--- config.mk ---
export PLATFORM = sky130hd
export DESIGN_NAME = mem_port_arbiter
export DESIGN_NICKNAME = d
export VERILOG_FILES = /design/src/rtl/mem_port_arbiter.sv
export SDC_FILE = /design/constraint.sdc
export NUM_CORES = 1
export LEC_CHECK = 0
export BUFFER_PORTS_ARGS = -buffer_cell sky130_fd_sc_hd__buf_2
export CORE_MARGIN = 4
export CORE_UTILIZATION = 55
export DETAILED_ROUTE_END_ITERATION = 7
export PLACE_DENSITY = 0.78
export SETUP_SLACK_MARGIN = 0.2
export SLEW_MARGIN = 10
export SYNTH_ARGS = -nofsm -noshare
export SYNTH_HDL_FRONTEND = slang
export SYNTH_SLANG_ARGS = --single-unit
--- constraint.sdc ---
create_clock -name clk -period 5.1 [get_ports clk]
set_clock_uncertainty 0.1 [all_clocks]
set_input_delay 1.02 -clock clk [delete_from_list [all_inputs] [get_ports clk]]
set_output_delay 1.02 -clock clk [all_outputs]
set_load 0.05 [all_outputs]
--- src/rtl/mem_port_arbiter.sv ---
// mem_port_arbiter: shares one en/rw/mfc memory port between the fetch,
// load and store FSMs. Round-robin grant, mfc routed only to the owner,
// full four-phase release before the next grant, sticky timeout flag.
module mem_port_arbiter #(
  parameter int NREQ    = 3,
  parameter int TIMEOUT = 15,
  parameter int CNTW    = 4
) (
  input  logic            clk,
  input  logic            rst,
  input  logic [NREQ-1:0] req_en,
  input  logic [NREQ-1:0] req_rw,
  input  logic            mem_mfc,
  input  logic            err_clr,
  output logic            mem_en,
  output logic            mem_rw,
  output logic [NREQ-1:0] grant,
  output logic [NREQ-1:0] req_mfc,
  output logic            busy,
  output logic            timeout_err
);

  localparam int IW = (NREQ > 1) ? $clog2(NREQ) : 1;

  typedef enum logic [1:0] {IDLE, ACCESS, RELEASE} state_t;

  state_t          state;
  logic [IW-1:0]   last;       // most recently served requester
  logic [IW-1:0]   own;        // index of current owner
  logic [CNTW-1:0] cnt;        // ACCESS cycles without mfc
  logic            timed_out;  // current transaction ended by timeout

  logic            sel_vld;
  logic [IW-1:0]   sel;
  logic [NREQ-1:0] sel_oh;

  // Round-robin pick: first requester after the last one served, wrapping
  always_comb begin
    sel_vld = 1'b0;
    sel     = last;
    sel_oh  = '0;
    for (int k = 1; k <= NREQ; k++) begin
      int idx;
      idx = (int'(last) + k) % NREQ;
      if (!sel_vld && req_en[idx]) begin
        sel_vld     = 1'b1;
        sel         = IW'(idx);
        sel_oh[idx] = 1'b1;
      end
    end
  end

  // mfc goes back only to the owner; grant is all-zero while idle
  for (genvar i = 0; i < NREQ; i++) begin : g_mfc
    assign req_mfc[i] = mem_mfc & grant[i];
  end

  assign busy = (state != IDLE);

  // Port FSM; all outputs registered. err_clr is applied first so a
  // coinciding timeout set overrides it.
  always_ff @(posedge clk or posedge rst) begin
    if (rst) begin
      state       <= IDLE;
      grant       <= '0;
      mem_en      <= 1'b0;
      mem_rw      <= 1'b0;
      timeout_err <= 1'b0;
      cnt         <= '0;
      last        <= IW'(NREQ - 1);
      own         <= '0;
      timed_out   <= 1'b0;
    end else begin
      if (err_clr) timeout_err <= 1'b0;
      case (state)
        IDLE: begin
          if (sel_vld) begin
            grant     <= sel_oh;
            own       <= sel;
            mem_en    <= 1'b1;
            mem_rw    <= req_rw[sel];
            cnt       <= '0;
            timed_out <= 1'b0;
            state     <= ACCESS;
          end
        end
        ACCESS: begin
          // mfc is checked first so it beats a same-cycle timeout
          if (mem_mfc) begin
            mem_en <= req_en[own];
            state  <= RELEASE;
          end else if (!req_en[own]) begin
            mem_en <= 1'b0;
            state  <= RELEASE;
          end else if (cnt == CNTW'(TIMEOUT)) begin
            timeout_err <= 1'b1;
            timed_out   <= 1'b1;
            mem_en      <= 1'b0;
            state       <= RELEASE;
          end else begin
            cnt <= cnt + 1'b1;
          end
        end
        RELEASE: begin
          // Wait for both sides to drop before freeing the port
          if (!req_en[own] && !mem_mfc) begin
            grant  <= '0;
            mem_en <= 1'b0;
            last   <= own;
            state  <= IDLE;
          end else begin
            mem_en <= req_en[own] & ~timed_out;
          end
        end
        default: state <= IDLE;
      endcase
    end
  end

endmodule

---- After elaboration in Yosys (flattened, before gate mapping) ----
Cells that the tools add are included.
storage, ports and cells
  flip-flop bits (word level) ............. 17
  memory bits (writable) .................. 0
  memories kept ........................... 0
  bits in latches ......................... 0
  bits in read-only memories .............. 0
cells by class
  divide/modulo/power cells ............... 3
  multipliers ............................. 0
  reductions and logical operators ........ 22
  shifts and indexed selects .............. 0
  equal/unequal tests ..................... 10
  magnitude comparators ................... 8
  muxes and demuxes ....................... 58
  bitwise gates (word level) .............. 7
  $add $sub $neg .......................... 4
operators with widths
  cell                     count
  $ge A32 B1 Y1 const B    3
  $lt A32 B4 Y1 const B    3
  $mod A32 B3 Y32 const B  3
  $mux W1                  28
  $mux W2                  8
  $mux W4                  4
  $mux W3                  5
  $ne A2 B2 Y1 const B     6
  $bmux W1 S2              5
  $reduce_and A5 Y1        2
  $reduce_and A3 Y1        3
  $pmux W4 S2              1
  $add A2 B2 Y3 const B    2
  $demux W1 S2             3
  $logic_and A1 B1 Y1      6
  $lt A2 B3 Y1 const B     2
  $or A3 B3 Y3             2
  $pmux W2 S3              1
  $pmux W3 S2              1
  $reduce_bool A2 Y1       3
  $add A4 B1 Y4 const B    1
  $and A1 B1 Y1            4
  $eq A4 B4 Y1 const B     1
  $logic_not A1 Y1         4
  10 further kinds         11

---- Depth between registers and ports, before layout ----
  depth in word-level cells ............... 14
  mapped depth ............................ 10
  depth with buffers taken out ............ 8

---- Worst setup path before layout ----
Ideal clock, no wire load.
  path type ............................... input to register
  start point ............................. input req_en[2]
  end point ............................... register own[0]
  library setup time ...................... 0.125 ns
  arrival time ............................ 2.392 ns
  stages on the path ...................... 6
  data required time ...................... 4.875 ns
  buffers on the path ..................... 1
  setup slack ............................. 2.484 ns
  cells stage by stage .................... buf_6 and2_4 a2111oi_4 nor2_1 o21ai_2 mux2_2
on the way
  longest elaborated chain between the ends .. 11
  elaborated cells between the ends (all ways) .. 20
  those cells by class .................... mux: 15; reduce/logical: 5
ends and longest elaborated chain
  item                                        RTL line  text
  from (decl)                                 11        input logic [NREQ-1:0] req_en,
  $bmux W1 S2                                 45        if (!sel_vld && req_en[idx]) begin
  $mux W1 (not written as such) (2 in a row)  45
  $mux W1                                     45
  $logic_not A1 Y1                            45
  $logic_and A1 B1 Y1                         45
  $mux W1                                     45
  $logic_not A1 Y1                            45
  $logic_and A1 B1 Y1                         45
  $mux W1                                     45
  $reduce_and A2 Y1 (no source line)          n/a
  to (signal assigned)                        79        own <= sel;
  to (decl)                                   29        logic [IW-1:0] own;
Parallel ways exist; a longest one is shown, timed or not. The select of a mux whose other input is x is not followed.
A chain may end at the register's enable or synchronous reset.

---- Final worst setup path ----
  start point ............................. register last[1]
  end point ............................... register own[0]
on the way
  longest elaborated chain between the ends .. 13
  elaborated cells between the ends (all ways) .. 26
  those cells by class .................... add/sub: 3; div: 3; mux: 15; reduce/logical: 5
ends and longest elaborated chain
  item                                        RTL line  text
  from (decl)                                 28        logic [IW-1:0] last;
  from (signal assigned)                      70        last <= IW'(NREQ - 1);
  from (signal assigned)                      109       last <= own;
  $add A2 B1 Y3                               44        idx = (int'(last) + k) % NREQ;
  $mod A32 B3 Y32                             44
  $bmux W1 S2                                 45
  $mux W1 (not written as such) (2 in a row)  45
  $mux W1                                     45
  $logic_not A1 Y1                            45
  $logic_and A1 B1 Y1                         45
  $mux W1                                     45
  $logic_not A1 Y1                            45
  $logic_and A1 B1 Y1                         45
  $mux W1                                     45
  $reduce_and A2 Y1 (no source line)          n/a
Parallel ways exist; a longest one is shown, timed or not. The select of a mux whose other input is x is not followed.

==> results_dict.tcl <==
set metrics [dict create \
    maxSlewViolCount 0 \
    worstSkewPairLatency_ns 0.29 \
    arrival_ns 2.84 \
    start_kind "register" \
    timing.setup.tns_ns 0 \
    drt_wl_total_mm 2.795 \
    cts_tree "yes" \
    dieWidth_um 56.88 \
    cts_setup_buffers 0 \
    grt_usage 0.1829 \
    detail_route.wl_per_cell_um 15.03 \
    relSlewSlack 0.5622 \
    worstSetupEndpointType "register" \
    ys_seq_area_frac 0.3248 \
    dp_hpwl_mm 2.135 \
    cap_violations 0 \
    setup_slack_ns 2.352 \
    hold_viol 0 \
    nets 179 \
    syn_avg_cell_area_sq_um 9.452 \
    cts_made_buffers 3 \
    htreeDepth 1 \
    dieArea_sq_mm 0.003235 \
    drive_gt1_frac 0.2278 \
    ir_drop_v 0.0003523 \
    pwr_density_cell_mw_per_mm2 635.8 \
    syn_nets 159 \
    synth_edf_count 0 \
    synth-seq-cells 17 \
    grt_pass1_wl_mm 4.740 \
    setup-violations-final 0 \
    cp.required_ns 5.19 \
    ys_warn_count 0 \
    worstMarginPinSlew_ns 0.6560 \
    hold_class "register to register" \
    async_reset_ff_frac 1.000 \
    leakage_nw 0.6907 \
    grt_max_degree 18 \
    synth_top_area_frac 0.3048 \
    clkSinkCount 17 \
    min_period_over_period 0.5387 \
    top_level_ports 20 \
    grt_pass1_vias 1050 \
    max_clock_freq_mhz 364.0 \
    gr-total-overflow 0 \
    clock_path_buffers 2 \
    place_congestion 0.8270 \
    die_h_um 56.88 \
    num_antenna_cells 0 \
    rsz0062_at_grt "false" \
    grt_antenna_before_repair 0 \
    syn_inst 139 \
    pre_cts_ws_ns 2.304 \
    ant_nets 0 \
    synth_top_area_cell "dfrtp_1" \
    crit_type "register to register" \
    rows 17 \
    holdBufCountCts 0 \
    root_buffer "clkbuf_4" \
    status "completed" \
    cts_resized 0 \
    port_buffers 19 \
    initial_core_util 0.5882 \
    drc 0 \
    clkTransAtPathRegs_ns 0.11 \
    worstPathMaxFanout 16 \
    vias 1063 \
    via_per_inst 5.715 \
    fin_crit_ns 2.748 \
    syn_area_sq_mm 0.001314 \
    synth_cell_types 47 \
    synth_flop_cell "dfrtp_1" \
    area_growth_syn_to_layout_pct 10.10 \
    core_area_sq_mm 0.002233 \
    drt-initial-drc-count 30 \
    synth_area_leaders "dfrtp_1, ha_1, inv_1" \
    dr.pass1.iters 4 \
]
## cells in the final DEF (no fill, tap or decap), types with 2 or more instances in the layout
cell type,netlist,routed
a22o_1,4,4
a31oi_1,2,2
and2_1,3,3
buf_2,2,19
clkbuf_4,0,3
dfrtp_1,16,16
ha_1,10,10
inv_1,14,14
mux2_2,3,3
mux2i_1,5,5
nand2_1,13,13
nand2b_1,3,3
nand3_1,3,3
nor2_1,11,11
nor2b_1,2,2
nor3b_1,2,2
o21ai_0,7,7
o21ai_1,3,3
o21ai_2,2,2
o221ai_1,2,2
o22a_1,4,4
o22ai_1,2,2
## final timing paths
kind | startpoint | endpoint | slack (ns) | cells past startpoint
max | last[1]$_DFFE_PP1P_ | own[0]$_DFFE_PP0P_ | 2.35 | 7
min | mem_rw$_DFFE_PP0P_ | mem_rw$_DFFE_PP0P_ | 0.42 | 2
max reg2reg | last[1]$_DFFE_PP1P_ | own[0]$_DFFE_PP0P_ | 2.35 | 7
min reg2reg | mem_rw$_DFFE_PP0P_ | mem_rw$_DFFE_PP0P_ | 0.42 | 2
max in group asynchronous | rst | mem_rw$_DFFE_PP0P_ | 3.78 | 2
min in group asynchronous | rst | grant[1]$_DFFE_PP0P_ | 0.70 | 2
## routing by layer
metal / wire length [um] / part of all wire / GRT usage
met1: 1363 / 0.49 / 0.2630
met3: 145 / 0.052 / 0.03448
met5: 0 / 0 / 0
met2: 1278 / 0.46 / 0.2855
met4: 8 / 0.0029 / 0.03642
## critical path, cell delays in order, from the launching register on
cell       delay [ns]
dfstp_2          0.59
inv_1            0.07
ha_1             0.37
and2_4           0.26
a2111oi_4        0.46
nor2_1           0.14
o21ai_2          0.28
mux2_2           0.37
## sequential cells by signal, indices dropped and copies added, names as in the netlist
register	flops
cnt	4
grant	3
last	2
mem_en	1
timeout_err	1
timed_out	1
state	2
mem_rw	1
own	2
## cells in the mapped netlist, types with 3 or more instances
cell type / instances
o22a_1: 4
nand2_1: 13
nand2b_1: 3
o21ai_0: 7
mux2i_1: 5
o21ai_1: 3
ha_1: 10
nand3_1: 3
nor2_1: 11
and2_1: 3
mux2_2: 3
a22o_1: 4
inv_1: 14
dfrtp_1: 16
## through the flow
stage | instances | instance area (sq um) | util | power [mW] | hold slack, ns
2_1_floorplan | 139 | 1314 | - | 0.7256 | 0.3547
3_3_place_gp | 182 | 1419 | 0.6353 | 0.8258 | 0.3697
3_5_place_dp | 182 | 1419 | 0.6353 | 0.8443 | 0.3946
4_1_cts | 186 | 1446 | 0.6476 | 0.9227 | 0.4237
5_1_grt | 186 | 1446 | 0.6476 | 0.9978 | 0.4447
6_report | 186 | 1446 | 0.6476 | 0.9196 | 0.4185
## layout make-up
cell class / count / area [sq um]
Inverter: 14 / 52.55
Sequential cell: 17 / 426.7
Fill cell: 191 / 787.0
Timing Repair Buffer: 19 / 95.09
Clock buffer: 3 / 22.52
Tap cell: 28 / 35.03
Multi-Input combinational cell: 104 / 809.5
Clock inverter: 1 / 5.005
## where the power goes
part	total (mW)	internal, mW	switching (mW)
logic	0.622	0.229	0.393
registers	0.223	0.184	0.0392
clock network	0.0747	0.0291	0.0456
total	0.920	0.441	0.478
## cells by family after synthesis
family | after synthesis | share of synthesized area
buf+inv | 18 | 0.05904
simple gates | 41 | 0.1543
xor+xnor | 1 | 0.006668
flops | 17 | 0.3248
fa+ha+maj | 10 | 0.09524
mux | 8 | 0.06381
compound gates | 44 | 0.2962
(Power assumes the default switching activity.)
